## src/rtl/everloop_rx.sv

```systemverilog
// everloop_rx: decodes the pulse-width serial LED stream into RAM byte writes.
// A high pulse of at least T_BIT_THRESH cycles is a 1, shorter is a 0; bytes
// arrive MSB first, and a low run of T_RESET cycles closes the frame.
module everloop_rx #(
    parameter int ADR_WIDTH    = 11,
    parameter int DAT_WIDTH    = 8,
    parameter int T_BIT_THRESH = 30,
    parameter int T_MAX_HIGH   = 100,
    parameter int T_RESET      = 2500
) (
    input  logic                 clk,
    input  logic                 rst,
    input  logic                 din,
    output logic [ADR_WIDTH-1:0] adr,
    output logic [DAT_WIDTH-1:0] dat,
    output logic                 we,
    output logic                 frame_done,
    output logic [ADR_WIDTH:0]   byte_cnt,
    output logic                 err
);

    typedef enum logic [1:0] {
        SYNC = 2'd0,
        IDLE = 2'd1,
        HIGH = 2'd2,
        LOW  = 2'd3
    } state_t;

    localparam logic [15:0]        THRESH_C   = 16'(T_BIT_THRESH);
    localparam logic [15:0]        MAX_HIGH_C = 16'(T_MAX_HIGH);
    localparam logic [15:0]        T_RESET_C  = 16'(T_RESET);
    localparam logic [3:0]         LAST_BIT_C = 4'(DAT_WIDTH - 1);
    // Pointer value meaning "RAM already full"; the pointer never goes past it.
    localparam logic [ADR_WIDTH:0] PTR_FULL_C = {1'b1, {ADR_WIDTH{1'b0}}};
    localparam logic [ADR_WIDTH:0] PTR_ONE_C  = {{ADR_WIDTH{1'b0}}, 1'b1};

    // Pulse counter increment that sticks at all-ones instead of wrapping.
    function automatic logic [15:0] sat_inc(input logic [15:0] c);
        return (c == 16'hFFFF) ? c : c + 16'd1;
    endfunction

    state_t                 state_r, state_nx;
    logic                   din_meta_r, din_s_r;
    logic [15:0]            cnt_r, cnt_nx;
    logic [ADR_WIDTH:0]     ptr_r, ptr_nx;
    logic [3:0]             bits_r, bits_nx;
    logic [DAT_WIDTH-1:0]   sh_r, sh_nx;
    logic [DAT_WIDTH-1:0]   byte_s;
    logic                   bit_s;
    logic                   we_nx, fd_nx, err_nx;
    logic [ADR_WIDTH-1:0]   adr_nx;
    logic [DAT_WIDTH-1:0]   dat_nx;
    logic [ADR_WIDTH:0]     bc_nx;

    // Bit value of the pulse that just ended, and the byte it completes.
    assign bit_s  = (cnt_r >= THRESH_C);
    assign byte_s = {sh_r[DAT_WIDTH-2:0], bit_s};

    // Two-flop synchronizer for the asynchronous data line.
    always_ff @(posedge clk) begin
        if (!rst) begin
            din_meta_r <= 1'b0;
            din_s_r    <= 1'b0;
        end else begin
            din_meta_r <= din;
            din_s_r    <= din_meta_r;
        end
    end

    // Next-state and next-output decode; edges are implied by the state
    // (a high sample in IDLE/LOW is a rising edge, a low sample in HIGH a falling edge).
    always_comb begin
        state_nx = state_r;
        cnt_nx   = cnt_r;
        ptr_nx   = ptr_r;
        bits_nx  = bits_r;
        sh_nx    = sh_r;
        we_nx    = 1'b0;
        fd_nx    = 1'b0;
        adr_nx   = adr;
        dat_nx   = dat;
        bc_nx    = byte_cnt;
        err_nx   = err;
        case (state_r)
            SYNC: begin
                ptr_nx  = '0;
                bits_nx = 4'd0;
                if (din_s_r) begin
                    cnt_nx = 16'd0;
                end else if (cnt_r >= T_RESET_C) begin
                    cnt_nx   = 16'd0;
                    state_nx = IDLE;
                end else begin
                    cnt_nx = sat_inc(cnt_r);
                end
            end
            IDLE: begin
                ptr_nx  = '0;
                bits_nx = 4'd0;
                if (din_s_r) begin
                    err_nx   = 1'b0;
                    cnt_nx   = 16'd1;
                    state_nx = HIGH;
                end else begin
                    cnt_nx = 16'd0;
                end
            end
            HIGH: begin
                if (cnt_r >= MAX_HIGH_C) begin
                    // Line stuck high: abandon the frame and resynchronise.
                    err_nx   = 1'b1;
                    bits_nx  = 4'd0;
                    cnt_nx   = 16'd0;
                    state_nx = SYNC;
                end else if (!din_s_r) begin
                    sh_nx    = byte_s;
                    cnt_nx   = 16'd1;
                    state_nx = LOW;
                    if (bits_r == LAST_BIT_C) begin
                        bits_nx = 4'd0;
                        if (ptr_r == PTR_FULL_C) begin
                            err_nx = 1'b1;
                        end else begin
                            we_nx  = 1'b1;
                            adr_nx = ptr_r[ADR_WIDTH-1:0];
                            dat_nx = byte_s;
                            ptr_nx = ptr_r + PTR_ONE_C;
                        end
                    end else begin
                        bits_nx = bits_r + 4'd1;
                    end
                end else begin
                    cnt_nx = sat_inc(cnt_r);
                end
            end
            LOW: begin
                if (din_s_r) begin
                    // A rising edge wins over a simultaneous gap timeout.
                    cnt_nx   = 16'd1;
                    state_nx = HIGH;
                end else if (cnt_r >= T_RESET_C) begin
                    fd_nx    = (ptr_r != '0);
                    bc_nx    = ptr_r;
                    err_nx   = err | (bits_r != 4'd0);
                    bits_nx  = 4'd0;
                    ptr_nx   = '0;
                    cnt_nx   = 16'd0;
                    state_nx = IDLE;
                end else begin
                    cnt_nx = sat_inc(cnt_r);
                end
            end
            default: begin
                cnt_nx   = 16'd0;
                state_nx = SYNC;
            end
        endcase
    end

    // State, counters and registered outputs.
    always_ff @(posedge clk) begin
        if (!rst) begin
            state_r    <= SYNC;
            cnt_r      <= 16'd0;
            ptr_r      <= '0;
            bits_r     <= 4'd0;
            sh_r       <= '0;
            we         <= 1'b0;
            frame_done <= 1'b0;
            adr        <= '0;
            dat        <= '0;
            byte_cnt   <= '0;
            err        <= 1'b0;
        end else begin
            state_r    <= state_nx;
            cnt_r      <= cnt_nx;
            ptr_r      <= ptr_nx;
            bits_r     <= bits_nx;
            sh_r       <= sh_nx;
            we         <= we_nx;
            frame_done <= fd_nx;
            adr        <= adr_nx;
            dat        <= dat_nx;
            byte_cnt   <= bc_nx;
            err        <= err_nx;
        end
    end

endmodule

```

## config.mk

```make
export PLATFORM = sky130hd
export DESIGN_NAME = everloop_rx
export DESIGN_NICKNAME = d
export VERILOG_FILES = /design/src/rtl/everloop_rx.sv
export SDC_FILE = /design/constraint.sdc
export NUM_CORES = 1
export LEC_CHECK = 0
export ABC_AREA = 1
export ABC_CLOCK_PERIOD_IN_PS = 4800
export CORE_ASPECT_RATIO = 1.1
export CORE_MARGIN = 2
export CORE_UTILIZATION = 30
export DETAILED_ROUTE_END_ITERATION = 16
export PLACE_DENSITY_LB_ADDON = 0.1
export SLEW_MARGIN = 20
export SYNTH_ARGS = -nofsm -noshare
export SYNTH_HDL_FRONTEND = slang
export SYNTH_SLANG_ARGS = --single-unit
```

## constraint.sdc

```tcl
create_clock -name clk -period 4.8 [get_ports clk]
set_input_delay 1.44 -clock clk [delete_from_list [all_inputs] [get_ports clk]]
set_output_delay 1.44 -clock clk [all_outputs]
set_load 0.05 [all_outputs]
```

-- Word-level counts from Yosys, hierarchy flattened
Cells that the tools add are included.
- flip-flop bits (word level): 77
- output and inout port bits: 34
- bits of input ports: 3
- reduce and logical (&&, ||, !) cells: 14
- magnitude comparators: 3
- muxes and demuxes: 37
- bitwise operators: 9
- $add $sub $neg: 3
- equality and inequality tests: 17
- operators by type and width (cell ; count):
    $mux 16 ; 6
    $mux 12 ; 6
    $pmux 16 s4 ; 1
    $pmux 12 s3 ; 1
    $mux 4 ; 5
    $add 16x1->16 const B ; 1
    $eq 16x16->1 const B ; 1
    $ge 16x12->1 const B ; 1
    $ge 16x5->1 const B ; 1
    $ge 16x7->1 const B ; 1
    $ne 2x2->1 const B ; 8
    $add 12x1->12 const B ; 1
    $eq 12x12->1 const B ; 1
    $mux 2 ; 6
    $pmux 4 s3 ; 1
    $reduce_and 3->1 ; 4
    $reduce_bool 12->1 ; 1
    $mux 1 ; 9
    $ne 3x3->1 const B ; 3
    $not 1->1 ; 8
    $pmux 2 s4 ; 1
    $reduce_and 7->1 ; 1
    $reduce_and 6->1 ; 1
    $reduce_and 5->1 ; 1
    other kinds (12) ; 13

-- Logic depth before layout (Yosys ltp)
- depth in word-level cells: 6
- depth in mapped cells: 12
- depth with buffers taken out: 12

-- Worst setup path after synthesis
OpenSTA, ideal clock, no wires.
- path kind: input-to-reg
- from: input rst
- to: register sh_r[6]
- library setup time: 0.086 ns
- setup slack: 2.552 ns
- data arrival time: 2.163 ns
- data required time: 4.714 ns
- buffers on the path: 2
- cell stages on the path: 4
- path through: clkbuf_1 > inv_1 > clkbuf_1 > a211oi_1
- RTL lines (item ; RTL line ; source):
    start: declaration ; 12 ; input logic rst,
    end signal: assignment ; 179 ; sh_r <= sh_nx;
    end: declaration ; 47 ; logic [DAT_WIDTH-1:0] sh_r, sh_nx;
No word-level cell between the ends.

-- Final worst setup path
- from: input rst
- to: register frame_done
- longest elaborated chain between the ends: 2
- RTL lines (item ; RTL line ; source):
    $not 1->1 (no source line) ; - ;
    $reduce_or 4->1 (no source line) ; - ;
    end signal: assignment ; 181 ; frame_done <= fd_nx;
    end: declaration ; 17 ; output logic frame_done,
No other way between the ends.
A chain may end at the register's enable or synchronous reset.

==> flow_summary_export.csv <==
group,metric,value,unit
outcome,status,"completed",
timing,hold_viol,0,
clock_tree,clockBufferDepth,2,
grt,grt_overflow_total,0,
timing,period_needed,3.05,ns
detailed_routing,ant_nets,0,
timing,fin_setup_tns,0,ns
synth,synth_edf_count,0,
critical_path,crit_start,"rst",
clock_tree,cts_setup_buffers,0,
grt,grt_start_max_net_pins,28,
power_and_ir_drop,ir_drop,0.000162,V
timing,fmax,328,MHz
clock_tree,cts_inserted_buffers,9,
placed_design,dpl.hpwl,6360,um
critical_path,arrival,3.27,ns
timing,rsz0062_at_grt,"false",
critical_path,r2r_slack,2.57,ns
min_path,holdPathStages,2,
critical_path,crit_chain,"clkdlybuf4s50_1 > inv_1 > a211oi_1",
detailed_routing,drtIter0Drc,86,
clock_tree,clk_latency,0.33,ns
synth,synthTopCellsByArea,"dfxtp_1 42%, nand2_1 9.0%, nor2_1 9.0%",
critical_path,worst_r2r_endpoint,"ptr_r[3]",
cells_and_area,drive_gt1_share,6.18,%
critical_path,cp-endpoint,"frame_done",
die,fp-row-count,42,
critical_path,reg2reg_depth,10,
synth,avgSynthCellArea,7.11,sq um
placed_design,gp_congestion,0.831,
timing,period_share,63.5,%
cells_and_area,antenna_cells,0,
detailed_routing,dr.pass1.iters,4,
synth,synth_top_cells_by_count,"88 x nand2_1, 88 x nor2_1, 77 x dfxtp_1, 57 x inv_1, 40 x a21oi_1",
cells_and_area,nNetsFinal,556,
detailed_routing,vias_per_cell,4.62,
clock_tree,cts.sinks,77,
timing,finalMaxSlewViolations,0,
grt,grt_first_pass_wirelength,15000,um
timing,tightest_slew,0.809,ns
detailed_routing,drc,0,
timing,max_slew_margin,45.9,%
placed_design,dpl_cell_area,4120,sq um
synth,synth_largest_area_cell,"dfxtp_1",
clock_tree,path_clk_slew,0.05,ns
clock_tree,cts_tree,"done",
critical_path,r2r-start,"ptr_r[0]",
clock_tree,cts_resized,0,
clock_tree,clockRootBuffer,"clkbuf_16",
die,die_y,120,um
synth,synth_ff_type,"dfxtp_1",
cells_and_area,area_delta_synth_final,20.7,%
critical_path,crit_path_start_kind,"input port",
grt,grt_pass1_vias,3061,
synth,yosys_warnings,0,
synth,synth_cell_types,36,
die,die_x,109,um
critical_path,worstPathMaxFanout,21,
die,io_pins,37,
die,dieArea,13100,sq um
grt,antenna_found_initial,0,
die,initial_core_util,30.6,%
synth,ys_seq_area_share,42.1,%
flow_run,maxCapViolations,0,
clock_tree,ctsHtreeMaxLevel,3,
synth,ys_async_sr_fraction,0,%
power_and_ir_drop,power.leakage,0.00172,uW
critical_path,crit_slowest_cell,"clkdlybuf4s50_1",
timing,finClkSkew,0.00839,ns
placed_design,port_buffers,36,
synth,synth_area,3660,sq um
synth,ys_ff_latch,77,
clock_tree,hold_buffers,0,
power_and_ir_drop,p_per_area,311,nW/um^2
min_path,holdCritPathClass,"reg -> reg",
synth,synth_top_area_share,42.1,%
critical_path,max_stage_delay,0.92,ns
timing,setup_viol,0,
detailed_routing,wirelength,9030,um
detailed_routing,avgRoutedWirePerCell,12.8,um
grt,grt_usage,14.6,%
critical_path,cp.required,5.02,ns
cells_and_area,final_cell_area,4420,sq um
die,core,12000,sq um
critical_path,criticalPathCategory,"in -> reg",
synth,synthCells,515,
critical_path,worstSetupEndpointType,"flip-flop",
detailed_routing,num_vias,3249,
layout by cell type, fill, tap and decap left out, types with 7 or more instances in the layout:
cell type and instances:
o21ai_1 19, dfxtp_1 77, nand3_1 35, nor2_1 88
inv_1 57, nand4_1 10, nor3_1 12, a21oi_1 40
clkbuf_16 9, xor2_1 8, o21ai_0 23, clkdlybuf4s50_1 36
nand2_1 88, ha_1 7
logic make-up (layout without fill, tap and decap cells):
logic type,count (synthesis),after routing,share of synthesized area [%]
buffers and inverters,79,111,9.26
other,1,4,0.102
multiplexers,1,1,0.273
flip-flops,77,77,42.1
adder cells (fa/ha/maj),7,7,2.39
XOR/XNOR,8,8,1.91
AND/OR/NAND/NOR,252,252,30.8
AO/OA/AOI/OAI,90,90,13.1
critical path: cells and delay by family:
kind | cells | cell delay (ns)
AOI/OAI and AO/OA | 1 | 0.34
buffers and inverters | 2 | 1.48
power by group:
part | switching [uW] | internal (uW)
Combinational | 28.6 | 12.2
Sequential | 4.91 | 645
Clock | 259 | 426
cell type report:
| type | count | area [sq um] |
|---|---|---|
| Fill cell | 1294 | 7560 |
| Multi-Input combinational cell | 362 | 1790 |
| Sequential cell | 77 | 1540 |
| Timing Repair Buffer | 37 | 368 |
| Clock buffer | 11 | 253 |
| Inverter | 59 | 225 |
| Tap cell | 154 | 193 |
| Clock inverter | 4 | 47.5 |
state kept, by name, indices dropped and copies added, names as in the netlist, 2 cells and up:
name      cells
adr          11
sh_r          7
state_r       2
dat           8
byte_cnt     12
ptr_r        12
bits_r        4
cnt_r        16
layer usage:
layer  part of all wire [%]  track usage [%]
met2                     47             23.4
met5                      0                0
met4                    1.0             5.78
met3                    4.2             3.53
met1                     48             18.7
how the worst min path moves through the flow:
stage,slack [ns],from,end
after floorplan,0.39,din_meta_r,din_s_r
after global placement,0.40,din_meta_r,din_s_r
after detailed placement,0.41,din_meta_r,din_s_r
after CTS,0.43,din_meta_r,din_s_r
after global routing,0.44,din_meta_r,din_s_r
final,0.42,din_meta_r,din_s_r
stage by stage:
| step | cells | util, % | power, uW | hold slack [ns] | setup WS (ns) |
|---|---|---|---|---|---|
| floorplan | 518 | - | 693 | 0.390 | 2.55 |
| global placement | 689 | 34.4 | 705 | 0.401 | 1.40 |
| detailed placement | 689 | 34.4 | 705 | 0.406 | 1.36 |
| CTS | 704 | 36.9 | 1400 | 0.426 | 1.71 |
| global route | 704 | 36.9 | 1430 | 0.441 | 1.53 |
| finish | 704 | 36.9 | 1380 | 0.422 | 1.75 |
No activity file was read; power rests on OpenSTA's default activity.
==> variant 1, RTL diff (same flow settings) <==
Change the parameter `T_RESET` from 2500 to 1250.
--- a/src/rtl/everloop_rx.sv
+++ b/src/rtl/everloop_rx.sv
@@ -7,5 +7,5 @@
     parameter int T_BIT_THRESH = 30,
     parameter int T_MAX_HIGH   = 100,
-    parameter int T_RESET      = 2500
+    parameter int T_RESET      = 1250
 ) (
     input  logic                 clk,
Behaviour: same outputs for any inputs over 10 cycles, from zero or initial values and one cycle with rst low; that may be too few to reach the edited logic, so the function may still have changed.
==> variant 1 against the original RTL <==
- setup slack better by 0.081 ns
- clock power is 5.5% higher
- highest routed layer unchanged
- sequential cell count stayed put
- total power is 2.7% higher
- wire length is 2.8% higher
- area after synthesis is 0.27% higher
- sequential share of layout area is 0.17 points lower
- first-iteration DRC count is 85% higher
- hold slack better by 0.020 ns
- global-route usage is 0.36 points higher
- utilization is 0.18 points higher
- sequential power hardly changed
- largest cell class unchanged
- design area is 0.48% higher
==> variant 1: results (changes against the original RTL) <==
<table>
<tr><th>Metric</th><th>Value</th></tr>
<tr><th colspan="2">Timing</th></tr>
<tr><td>Worst setup skew after layout</td><td>0.00627 ns (-0.00212 ns)</td></tr>
<tr><td>Worst rel slew slack</td><td>54.2% (+8.3 points)</td></tr>
<tr><th colspan="2">Power and ir drop</th></tr>
<tr><td>Total power density per cell area</td><td>318 nW/um^2 (+2.2%)</td></tr>
<tr><td>Leakage power summed over all cells</td><td>1.61 nW (-6.7%)</td></tr>
<tr><td>VDD IR-drop max</td><td>187 uV (+16%)</td></tr>
<tr><th colspan="2">Synthesis</th></tr>
<tr><td>Synth unique cells</td><td>34 (-5.6%)</td></tr>
<tr><td>Fraction of the mapped netlist area in compound gates</td><td>12.6% (-0.51 points)</td></tr>
<tr><td>Multiplexer share of the synthesized area</td><td>0% (-0.27 points)</td></tr>
<tr><td>Leading cell types by count after synthesis</td><td>sky130_fd_sc_hd__nand2_1 (97), sky130_fd_sc_hd__dfxtp_1 (77), sky130_fd_sc_hd__nor2_1 (62)</td></tr>
<tr><td>Top area cells in the synthesized netlist</td><td>sky130_fd_sc_hd__dfxtp_1 (42%), sky130_fd_sc_hd__nand2_1 (9.9%), sky130_fd_sc_hd__a21oi_1 (6.4%), sky130_fd_sc_hd__nor2_1 (6.3%), sky130_fd_sc_hd__nand3_1 (6.3%)</td></tr>
<tr><td>Fraction of the mapped netlist area in adder cells</td><td>2.04% (-0.35 points)</td></tr>
<tr><td>Mapped Avg Cell Area</td><td>7.33 um^2 (+3.1%)</td></tr>
<tr><td>Sequential area share after synthesis</td><td>42.0% (-0.11 points)</td></tr>
<tr><th colspan="2">Worst setup path</th></tr>
<tr><td>Critical path data arrival time</td><td>1.53 ns (-1.74 ns)</td></tr>
<tr><td>Worst setup path startpoint</td><td>adr[6]$_SDFFE_PN0P_</td></tr>
<tr><td>Critical path's largest stage delay</td><td>0.84 ns (-0.08 ns)</td></tr>
<tr><td>Capturing element type of the critical path</td><td>output port</td></tr>
<tr><td>Register-to-register setup slack</td><td>2.26 ns (-0.31 ns)</td></tr>
<tr><th colspan="2">GRT</th></tr>
<tr><td>Largest net degree at the start of global routing</td><td>33 (+18%)</td></tr>
<tr><td>Vias in the first global route</td><td>3161 (+3.3%)</td></tr>
<tr><td>Combined global-route utilization of all metal layers</td><td>15.0% (+0.36 points)</td></tr>
<tr><th colspan="2">Route</th></tr>
<tr><td>Met2 wire length</td><td>4590 um (+8.2%)</td></tr>
<tr><td>Total Wirelength</td><td>9290 um (+2.8%)</td></tr>
<tr><td>DR vias</td><td>3256 (+0.22%)</td></tr>
<tr><td>Routed met3 length</td><td>301 um (-20%)</td></tr>
<tr><th colspan="2">Status</th></tr>
<tr><td>Run status</td><td>complete, no violations</td></tr>
<tr><th colspan="2">Finish</th></tr>
<tr><td>Fraction of layout instances using a drive strength above 1</td><td>9.87% (+3.7 points)</td></tr>
<tr><td>Final-layout fill cell count</td><td>1325 (+2.4%)</td></tr>
<tr><th colspan="2">Place</th></tr>
<tr><td>Post-detail-place hpwl</td><td>6690 um (+5.1%)</td></tr>
</table>
-- variant 1: cell types whose count changed after synthesis, moves of 4 or more --
| cell | before | now |
|---|---|---|
| sky130_fd_sc_hd__nand3_1 | 35 | 46 |
| sky130_fd_sc_hd__o21ai_1 | 19 | 5 |
| sky130_fd_sc_hd__a21oi_1 | 40 | 47 |
| sky130_fd_sc_hd__nand2_2 | 6 | 12 |
| sky130_fd_sc_hd__xnor2_1 | 0 | 4 |
| sky130_fd_sc_hd__a21oi_2 | 0 | 8 |
| sky130_fd_sc_hd__inv_1 | 57 | 44 |
| sky130_fd_sc_hd__buf_2 | 3 | 8 |
| sky130_fd_sc_hd__o21ai_0 | 23 | 18 |
| sky130_fd_sc_hd__nor2_1 | 88 | 62 |
| sky130_fd_sc_hd__nor3_1 | 12 | 8 |
| sky130_fd_sc_hd__nand2_1 | 88 | 97 |
-- variant 1: worst min-delay path by stage --
stage,startpoint,to,cells past startpoint
2_1_floorplan,din_meta_r$_SDFF_PN0_,din_s_r$_SDFF_PN0_,2
4_1_cts,din_meta_r$_SDFF_PN0_,din_s_r$_SDFF_PN0_,2
3_3_place_gp,din_meta_r$_SDFF_PN0_,din_s_r$_SDFF_PN0_,2
6_report,din_meta_r$_SDFF_PN0_,din_s_r$_SDFF_PN0_,2
5_1_grt,din_meta_r$_SDFF_PN0_,din_s_r$_SDFF_PN0_,2
3_5_place_dp,din_meta_r$_SDFF_PN0_,din_s_r$_SDFF_PN0_,2
-- variant 1: metrics by stage --
stage                     hold slack, ns  area, um^2
final                              0.442        4440
after global routing               0.463        4440
after CTS                          0.448        4440
after detailed placement           0.431        4130
after global placement             0.425        4130
after floorplan                    0.390        3690
==> variant 2, RTL diff (config.mk and constraints unchanged) <==
Made on the original files. Take the reset off `sh_r` and load it in a clocked block of its own.
--- a/src/rtl/everloop_rx.sv
+++ b/src/rtl/everloop_rx.sv
@@ -165,5 +165,4 @@
             ptr_r      <= '0;
             bits_r     <= 4'd0;
-            sh_r       <= '0;
             we         <= 1'b0;
             frame_done <= 1'b0;
@@ -177,5 +176,4 @@
             ptr_r      <= ptr_nx;
             bits_r     <= bits_nx;
-            sh_r       <= sh_nx;
             we         <= we_nx;
             frame_done <= fd_nx;
@@ -187,4 +185,8 @@
     end
 
+    always_ff @(posedge clk) begin
+        sh_r <= sh_nx;
+    end
+
 endmodule
 
Behaviour: same outputs for any inputs over 10 cycles, from zero or initial values and one cycle with rst low; that may be too few to reach the edited logic, so the function may still have changed.
==> variant 2 against the original RTL <==
- utilization shrank 0.75 points
- die area grew 5.1%
- wire length shrank 2.5%
- final cell count shrank 4.7%
- via count shrank 6.1%
- hold slack lost 0.017 ns
- design area grew 2.9%
- non-clock buffer count is the same
- area after synthesis grew 5.3%
- global-route usage shrank 0.80 points
- setup slack lost 0.34 ns
- sequential cell count is the same
- sequential share of layout area grew 0.54 points
- total power grew 2.5%
- critical endpoint unchanged
- largest cell class unchanged
==> variant 2: results (changes against the original RTL) <==
<table>
<tr><th>Metric</th><th>Value</th></tr>
<tr><th colspan="2">Status</th></tr>
<tr><td>Run status</td><td>complete, no violations</td></tr>
<tr><th colspan="2">GRT</th></tr>
<tr><td>Combined global-route utilization of all metal layers</td><td>13.8% (-0.80 points)</td></tr>
<tr><td>GR met3 Demand/Resource</td><td>3.14% (-0.39 points)</td></tr>
<tr><td>First-pass GRT wire length</td><td>14900 um (-0.65%)</td></tr>
<tr><td>Largest net degree at the start of global routing</td><td>31 (+11%)</td></tr>
<tr><td>Grt met1 use</td><td>17.4% (-1.3 points)</td></tr>
<tr><th colspan="2">Place</th></tr>
<tr><td>Post-detail-place hpwl</td><td>6280 um (-1.2%)</td></tr>
<tr><td>Worst Setup Slack post-DPL</td><td>1.02 ns (-0.340 ns)</td></tr>
<tr><td>Total instance count after detailed placement</td><td>655 (-4.9%)</td></tr>
<tr><td>Post-detailed-placement cell area</td><td>4240 um^2 (+2.9%)</td></tr>
<tr><td>Gp weighted congestion</td><td>0.781 (-6.1%)</td></tr>
<tr><th colspan="2">Timing</th></tr>
<tr><td>Worst hold slack across all endpoints</td><td>0.405 ns (-0.0167 ns)</td></tr>
<tr><td>Worst setup skew after layout</td><td>0.00735 ns (-0.00104 ns)</td></tr>
<tr><td>Transition time at the pin with the least slew margin</td><td>0.892 ns (+0.0833 ns)</td></tr>
<tr><td>Final period demand of the worst path</td><td>3.39 ns (+0.344 ns)</td></tr>
<tr><th colspan="2">Power and ir drop</th></tr>
<tr><td>Switching power</td><td>0.000311 W (+6.2%)</td></tr>
<tr><td>Clock share of power</td><td>50.0% (+0.2 points)</td></tr>
<tr><td>Leakage power summed over all cells</td><td>1.71 nW (-0.76%)</td></tr>
<tr><td>VDD IR-drop max</td><td>152 uV (-6.4%)</td></tr>
<tr><td>Total power density per cell area</td><td>310 nW/um^2 (-0.46%)</td></tr>
<tr><th colspan="2">Synthesis</th></tr>
<tr><td>Leading cell types by count after synthesis</td><td>sky130_fd_sc_hd__nor2_1 (83), sky130_fd_sc_hd__dfxtp_1 (70), sky130_fd_sc_hd__nand2_1 (67)</td></tr>
<tr><td>Synth unique cells</td><td>41 (+14%)</td></tr>
<tr><td>Post-synthesis instance total</td><td>480 (-6.8%)</td></tr>
<tr><th colspan="2">Finish</th></tr>
<tr><td>Net count reported at finish</td><td>519 (-6.7%)</td></tr>
<tr><td>Fraction of layout instances using a drive strength above 1</td><td>16.3% (+10 points)</td></tr>
<tr><th colspan="2">Route</th></tr>
<tr><td>M1 wire length</td><td>4230 um (-2.1%)</td></tr>
<tr><td>Post-DR vias/cell</td><td>4.55 (-1.5%)</td></tr>
<tr><td>Routed wirelength normalized by instance count</td><td>13.1 um (+2.3%)</td></tr>
<tr><td>DR vias</td><td>3051 (-6.1%)</td></tr>
<tr><td>Met2 wire length</td><td>4100 um (-3.4%)</td></tr>
</table>
variant 2: cell count changes after synthesis, sizes merged, moves of 3 or more:
cell    unedited run  this run
inv               58        47
nand2             96        86
dfxtp             77        70
edfxtp             0         7
nand3             35        30
nor3              12         7
buf               11        15
o21ai             42        38
o21bai             4         1
xnor2              0         3
xor2               8        11
variant 2: area by class of cell:
cell class | count | area share [%]
clock buffers | 11 | 5.55
multi-input cells | 336 | 41.4
repair buffers | 37 | 8.08
well taps | 157 | 4.32
flip-flops and latches | 77 | 35.4
inverters | 48 | 4.01
clock inverters | 5 | 1.26
variant 2: cell families after synthesis:
group | Yosys count | share of synthesized area [%]
AOI/OAI and AO/OA | 83 | 12.7
and+or+nand+nor | 228 | 30.3
buffers and inverters | 70 | 9.73
other | 1 | 0.0972
adders and majority gates | 7 | 2.27
xor gates and xnor gates | 14 | 3.18
DFF | 77 | 41.8
